File: config.mk
export PLATFORM = sky130hd
export DESIGN_NAME = dmem_arbiter
export DESIGN_NICKNAME = d
export VERILOG_FILES = /design/src/rtl/dmem_arbiter.sv
export SDC_FILE = /design/constraint.sdc
export NUM_CORES = 1
export LEC_CHECK = 0
export BUFFER_PORTS_ARGS = -buffer_cell sky130_fd_sc_hd__buf_2
export CORE_AREA = 2 2 639 641
export DETAILED_ROUTE_END_ITERATION = 8
export DIE_AREA = 0 0 641 643
export PLACE_DENSITY_LB_ADDON = 0.08
export SKIP_CTS_REPAIR_TIMING = 1
export SLEW_MARGIN = 20
export SYNTH_ARGS = -nofsm -noshare
export SYNTH_HDL_FRONTEND = slang
export SYNTH_SLANG_ARGS = --single-unit
export TNS_END_PERCENT = 10
File: constraint.sdc
create_clock -name clk_i -period 4.5 [get_ports clk_i]
set_input_delay 0.9 -clock clk_i [delete_from_list [all_inputs] [get_ports clk_i]]
set_output_delay 0.9 -clock clk_i [all_outputs]
set_load 0.02 [all_outputs]
File: src/rtl/dmem_arbiter.sv
// Two-port line arbiter in front of the shared 256-bit data memory.
// Serves one I-cache or D-cache line transaction at a time through an IDLE/ISSUE/WAIT/RESP handshake.
module dmem_arbiter #(
  parameter logic FIXED_PRIO = 1'b0
) (
  input  logic         clk_i,
  input  logic         rst_i,
  input  logic         p0_req_i,
  input  logic         p0_write_i,
  input  logic [31:0]  p0_addr_i,
  input  logic [255:0] p0_data_i,
  output logic         p0_ack_o,
  output logic [255:0] p0_data_o,
  input  logic         p1_req_i,
  input  logic         p1_write_i,
  input  logic [31:0]  p1_addr_i,
  input  logic [255:0] p1_data_i,
  output logic         p1_ack_o,
  output logic [255:0] p1_data_o,
  output logic         mem_enable_o,
  output logic         mem_write_o,
  output logic [31:0]  mem_addr_o,
  output logic [255:0] mem_data_o,
  input  logic         mem_ack_i,
  input  logic [255:0] mem_data_i,
  output logic         busy_o,
  output logic         grant_o
);

  typedef enum logic [1:0] {
    S_IDLE  = 2'd0,
    S_ISSUE = 2'd1,
    S_WAIT  = 2'd2,
    S_RESP  = 2'd3
  } state_e;

  state_e       state_q, state_d;
  logic         write_q, write_d;
  logic [31:0]  addr_q, addr_d;
  logic [255:0] data_q, data_d;
  logic         grant_q, grant_d;
  logic         last_grant_q, last_grant_d;
  logic         enable_q, enable_d;
  logic         ack0_q, ack0_d;
  logic         ack1_q, ack1_d;
  logic         winner_s;
  logic         read_resp_s;

  // With both ports requesting, round-robin favours the port that did not win last time.
  function automatic logic pick_port(input logic r0, input logic r1, input logic last, input logic fixed);
    logic win;
    win = 1'b0;
    if (r0 && r1) begin
      if (fixed) begin
        win = 1'b0;
      end else begin
        win = ~last;
      end
    end else if (r1) begin
      win = 1'b1;
    end else begin
      win = 1'b0;
    end
    return win;
  endfunction

  assign winner_s = pick_port(p0_req_i, p1_req_i, last_grant_q, FIXED_PRIO);

  // Next-state and holding-register update for the transaction sequencer.
  always_comb begin
    state_d      = state_q;
    write_d      = write_q;
    addr_d       = addr_q;
    data_d       = data_q;
    grant_d      = grant_q;
    last_grant_d = last_grant_q;
    enable_d     = 1'b0;
    ack0_d       = 1'b0;
    ack1_d       = 1'b0;
    case (state_q)
      S_IDLE: begin
        if (p0_req_i || p1_req_i) begin
          grant_d  = winner_s;
          write_d  = winner_s ? p1_write_i : p0_write_i;
          addr_d   = winner_s ? p1_addr_i  : p0_addr_i;
          data_d   = winner_s ? p1_data_i  : p0_data_i;
          enable_d = 1'b1;
          state_d  = S_ISSUE;
        end else begin
          state_d = S_IDLE;
        end
      end
      S_ISSUE: begin
        state_d = S_WAIT;
      end
      S_WAIT: begin
        if (mem_ack_i) begin
          ack0_d  = ~grant_q;
          ack1_d  = grant_q;
          state_d = S_RESP;
        end else begin
          state_d = S_WAIT;
        end
      end
      S_RESP: begin
        last_grant_d = grant_q;
        state_d      = S_IDLE;
      end
      default: begin
        state_d = S_IDLE;
      end
    endcase
  end

  // State and holding registers; reset abandons any in-flight transaction without an ack.
  always_ff @(posedge clk_i or negedge rst_i) begin
    if (!rst_i) begin
      state_q      <= S_IDLE;
      write_q      <= 1'b0;
      addr_q       <= 32'd0;
      data_q       <= 256'd0;
      grant_q      <= 1'b0;
      last_grant_q <= 1'b1;
      enable_q     <= 1'b0;
      ack0_q       <= 1'b0;
      ack1_q       <= 1'b0;
    end else begin
      state_q      <= state_d;
      write_q      <= write_d;
      addr_q       <= addr_d;
      data_q       <= data_d;
      grant_q      <= grant_d;
      last_grant_q <= last_grant_d;
      enable_q     <= enable_d;
      ack0_q       <= ack0_d;
      ack1_q       <= ack1_d;
    end
  end

  // The read line arrives in the RESP cycle itself, so it is steered straight through.
  assign read_resp_s  = (state_q == S_RESP) && !write_q;
  assign p0_data_o    = (read_resp_s && !grant_q) ? mem_data_i : 256'd0;
  assign p1_data_o    = (read_resp_s &&  grant_q) ? mem_data_i : 256'd0;
  assign p0_ack_o     = ack0_q;
  assign p1_ack_o     = ack1_q;
  assign mem_enable_o = enable_q;
  assign mem_write_o  = write_q;
  assign mem_addr_o   = addr_q;
  assign mem_data_o   = data_q;
  assign busy_o       = (state_q != S_IDLE);
  assign grant_o      = grant_q;

endmodule

==> flow_summary.ini, run 1 <==
[yosys]
avgSynthCellArea_um2 = 8.067
yosysWarnings = 0
synth_area_um2 = 17500
synth_cells = 2169
yosys-top-cells-area = dfrtp_1 42%, and2_1 18%, a21oi_1 11%, a21oi_2 9.0%, nand2_1 6.2%
synthDominantCellAreaShare_pct = 42.19
syn_nets = 3012
ys_seq_elements = 296
synth_cell_types = 24
synth_area_leader_cell = dfrtp_1
seq_area_frac_synth_pct = 42.34

[final_layout]
fillers = 48110
layout_common_cells = 1643 x buf_2, 512 x and2_1, 399 x a21oi_1
fin_nets = 4582
layout-drive-gt1-share_pct = 51.76
final_util_pct = 8.410
syn_to_final_growth_pct = 94.76
regArea_um2 = 7408
multi_input_area_um2 = 9114
final_common_cell = buf_2
instances_no_fill = 9282

[drt]
drt-pass1-iter-count = 5
drt-wirelength-per-cell_um = 30.45
drc = 0
routed_wl_um = 282700
routed_via_density = 2.592
drtIter0Drc = 1649
vias = 24060
antenna_left = 0

[setup_path]
crit_type = reg2out
critPathLaunchType = register
required_ps = 3600
crit_fanout = 184
worstSetupEndpointType = output pin
critPathArrivalTime_ps = 3210

[timing]
setup_violations = 0
tns_ps = 0
worst_pin_slew_ps = 1291
slew_viol_final = 0
max_freq_ghz = 0.2432
slew-limit-headroom_pct = 13.96
skew_ps = 32.16
period_needed_ps = 4112
finalCritPeriodShare_pct = 91.38
hold_violations = 0
rsz0062_at_grt = false

[global_route]
overflow = 0
grt_max_degree = 185
antenna_found_initial = 308
grt_pass1_vias = 23830
grt_pass1_wl_um = 336100
grt_usage_pct = 13.14

[pwr]
power_leakage_uw = 0.01551
combPwrFrac_pct = 55.9
pwr-share-clk_pct = 20.4
ir_worst_vdd_mv = 0.2690
intPower_uw = 9501
power.share.sequential_pct = 23.7
switching_share_pct = 53.10
powerDensity_nw_per_um2 = 594.5
p_sw_uw = 10760

[die]
start_util_pct = 4.318
dieArea_um2 = 412200
fp-row-count = 234
io_pins = 1645
dieHeight_um = 643
core_um2 = 405200
die_x_um = 641

[clock_network]
htreeDepth = 2
clock_latency_ps = 700
clock-sinks = 296
clkTransAtPathRegs_ps = 60
clockRootBuffer = clkbuf_16
cts_made_buffers = 53
ctsLongestPathBuffers = 3
cts_tree = yes

[placement]
dp_cells = 9112
io_buffer_count = 1644
gp_congestion = 0.8861
place_hpwl_um = 246000

[flow_run]
max_cap_violations = 0

[status]
outcome = completed

[min_path]
hp-class = in2async
critical path, cell delays in order (launching register included):
cell,delay (ps)
dfrtp_1,400
ha_1,220
nor3b_4,310
buf_12,330
and2_1,410
buf_2,290
cell families after synthesis:
| group | synth area share, % |
|---|---|
| and+or+nand+nor | 30.93 |
| AOI/OAI and AO/OA | 20.63 |
| DFF | 42.34 |
| buffers and inverters | 5.749 |
| adders and majority gates | 0.2861 |
| muxes | 0.06435 |
through the flow:
stage	total power (uW)	worst slack [ps]	hold slack, ps	cell area [um^2]
after floorplan	10570	2206	586.6	17500
after global placement	16710	1184	498.3	32260
after detailed placement	16660	1167	500.2	32260
after CTS	21140	314.4	150.6	33870
after global routing	21770	151.7	200.2	33940
final	20260	388.1	209.5	34080
power groups by stage:
| stage | clock network [uW] | registers, uW | logic (uW) |
|---|---|---|---|
| after floorplan | 0 | 6370 | 4200 |
| after global placement | 0 | 4860 | 11900 |
| after detailed placement | 0 | 4850 | 11800 |
| after CTS | 4490 | 4840 | 11800 |
| after global routing | 4520 | 5000 | 12300 |
| final | 4130 | 4810 | 11300 |
metal layers:
metal	GRT usage, %	share of wire (%)
met4	2.215	2.3
met1	15.83	41
met2	22.61	48
met3	4.551	8.9
met5	0.1286	0.36
synthesized netlist by cell type (all sizes together):
cell type / n
nand2: 291
nor3b: 1
buf: 101
a21boi: 1
inv: 4
ha: 4
and2: 512
nor2: 290
a21bo: 1
o21ai: 4
mux2: 1
dfrtp: 295
and3b: 1
dfstp: 1
a21oi: 578
clkbuf: 83
and3: 1
cell type report:
| cell class | instances | share of cell area [%] |
|---|---|---|
| clock inverters | 7 | 0.3488 |
| repair buffers | 1699 | 26.19 |
| well taps | 5428 | 19.93 |
| flip-flops and latches | 296 | 21.74 |
| multi-input cells | 1685 | 26.75 |
| inverters | 4 | 0.06609 |
| diodes | 83 | 0.6095 |
| clock buffers | 80 | 4.366 |
sequential cells by signal (all words and copies together) (netlist names):
name          flops
mem_data_o      256
mem_addr_o       32
state_q           2
grant_o           1
last_grant_q      1
mem_enable_o      1
mem_write_o       1
p0_ack_o          1
p1_ack_o          1
path summary, 6_finish.rpt:
check                           startpoint         endpoint  slack [ps]  cells past startpoint
max                             state_q[1]   p0_data_o[233]         390                      5
min                                  rst_i  mem_data_o[187]         210                      1
max reg2reg                     state_q[1]   mem_data_o[48]        2110                      7
min reg2reg                mem_data_o[243]  mem_data_o[243]         510                      2
max in group asynchronous            rst_i     last_grant_q        3330                      2
min in group clk_i           p0_data_i[97]   mem_data_o[97]         420                      3
No activity file was read; power rests on OpenSTA's default activity.
==> run 2: changes to the inputs <==
--- a/config.mk
+++ b/config.mk
@@ -5,10 +5,11 @@
 export SDC_FILE = /design/constraint.sdc
 export NUM_CORES = 1
 export LEC_CHECK = 0
+export ABC_AREA = 1
 export BUFFER_PORTS_ARGS = -buffer_cell sky130_fd_sc_hd__buf_2
-export CORE_AREA = 2 2 639 641
+export CORE_AREA = 2 2 643 645
 export DETAILED_ROUTE_END_ITERATION = 8
-export DIE_AREA = 0 0 641 643
+export DIE_AREA = 0 0 645 647
 export PLACE_DENSITY_LB_ADDON = 0.08
 export SKIP_CTS_REPAIR_TIMING = 1
 export SLEW_MARGIN = 20
==> flow_summary.ini, run 2 <==
[die]
fp-row-count = 236
start_util_pct = 4.795
dieArea_um2 = 417300
io_pins = 1645
dieHeight_um = 647
die_x_um = 645
core_um2 = 411000

[drt]
drtIter0Drc = 1539
routed_wl_um = 286100
drt-wirelength-per-cell_um = 27.39
drc = 0
drt-pass1-iter-count = 5
vias = 28590
routed_via_density = 2.737
antenna_left = 0

[global_route]
grt_usage_pct = 13.10
grt_max_degree = 133
antenna_found_initial = 240
grt_pass1_vias = 28810
overflow = 0
grt_pass1_wl_um = 349800

[yosys]
synth_common_cells = 871 x nand2_1, 839 x inv_1, 580 x nand3_1
ys_async_sr_fraction_pct = 100.0
yosysWarnings = 0
synth_cells = 3328
synth.most_common_cell = nand2_1
avgSynthCellArea_um2 = 5.922
synthDominantCellAreaShare_pct = 37.46
yosys-top-cells-area = dfrtp_1 37%, nand2_1 17%, inv_1 16%, nand3_1 15%, nor2_1 9.8%
synth_cell_types = 14
ys_dominant_reg_cell = dfrtp_1
synth_area_um2 = 19710
synth_edf_count = 0
syn_nets = 4171
seq_area_frac_synth_pct = 37.59
ys_seq_elements = 296
synth_area_leader_cell = dfrtp_1

[timing]
worst_pin_slew_ps = 1086
hold_violations = 0
rsz0062_at_grt = false
setup_violations = 0
tns_ps = 0
finalCritPeriodShare_pct = 90.57
skew_ps = 50.89
max_freq_ghz = 0.2454
slew_viol_final = 0
slew-limit-headroom_pct = 27.59
period_needed_ps = 4076

[setup_path]
crit_fanout = 73
worstSetupEndpointType = output pin
crit_type = reg2out
required_ps = 3600
critPathArrivalTime_ps = 3180
critPathLaunchType = register

[final_layout]
syn_to_final_growth_pct = 86.46
fillers = 49210
largest_reg_flops = 256
fin_nets = 5727
final_common_cell = buf_2
layout_common_cells = 1642 x buf_2, 869 x nand2_1, 839 x inv_1
layout-drive-gt1-share_pct = 36.75
final_util_pct = 8.940

[pwr]
ir_worst_vdd_mv = 0.2804
power_leakage_uw = 0.02172
powerDensity_nw_per_um2 = 574.7

[min_path]
hp-class = in2async

[clock_network]
cts_made_buffers = 54
clockRootBuffer = clkbuf_16
clock_latency_ps = 720
htreeDepth = 2
clkTransAtPathRegs_ps = 60
clock-sinks = 296
ctsLongestPathBuffers = 3
cts_tree = yes

[placement]
io_buffer_count = 1644
gp_congestion = 0.8915
place_hpwl_um = 244400

[flow_run]
max_cap_violations = 0

[status]
outcome = completed
run 2: kinds of logic after synthesis:
kind of cell    synth area share [%]
compound gates                0.1269
fa+ha+maj                     0.2540
buf+inv                        20.86
flops                          37.59
simple gates                   41.17
run 2: worst max-delay path, cell delays in order, from the launching register on:
cell	delay, ps
dfrtp_1	360
ha_1	310
nand3_4	530
buf_12	470
nor2_1	470
buf_2	280
run 2: final timing paths:
path                                start         endpoint  slack, ps  cells past startpoint
max                            state_q[1]    p0_data_o[34]        420                      5
min in group clk_i         mem_data_o[86]   mem_data_o[86]        470                      2
min reg2reg                mem_data_o[86]   mem_data_o[86]        470                      2
max in group asynchronous           rst_i  mem_data_o[155]       3200                      2
max reg2reg                    state_q[0]  mem_data_o[156]       1990                      8
min                                 rst_i   mem_data_o[14]         80                      1
run 2: power by group:
| part | switching [uW] | internal (uW) | leakage, uW |
|---|---|---|---|
| Clock | 1840 | 2840 | 0.000940 |
| Sequential | 727 | 4030 | 0.00360 |
| Combinational | 8740 | 2940 | 0.0172 |
| Total | 11300 | 9800 | 0.0217 |
run 2: routing by layer:
metal	track usage, %	vias up	wire length [um]
met5	0	-	454
met4	5.737	74	13730
met3	2.986	535	16790
met2	24.47	1432	150400
met1	13.96	13770	104800
li1	-	12780	-
run 2: layout make-up:
class	instances	area [um^2]	share of cell area, %
Timing Repair Buffer	1716	9076	24.70
Multi-Input combinational cell	1977	8247	22.44
Sequential cell	296	7408	20.16
Tap cell	5474	6849	18.64
Inverter	839	3149	8.570
Clock buffer	88	1699	4.624
Clock inverter	12	203.9	0.5550
Antenna cell	46	115.1	0.3132
run 2: through the flow:
stage / worst slack (ps) / std cells / instance area, um^2 / hold WS (ps) / total power, uW
3_5_place_dp: 1021 / 10300 / 34730 / 460.2 / 17010
2_1_floorplan: 2167 / 3328 / 19710 / 467.1 / 10450
5_1_grt: 200.9 / 10430 / 36700 / 64.89 / 22660
3_3_place_gp: 977.9 / 10300 / 34730 / 460.1 / 17110
4_1_cts: 213.5 / 10400 / 36630 / 75.00 / 22010
6_report: 424.5 / 10450 / 36750 / 77.13 / 21120
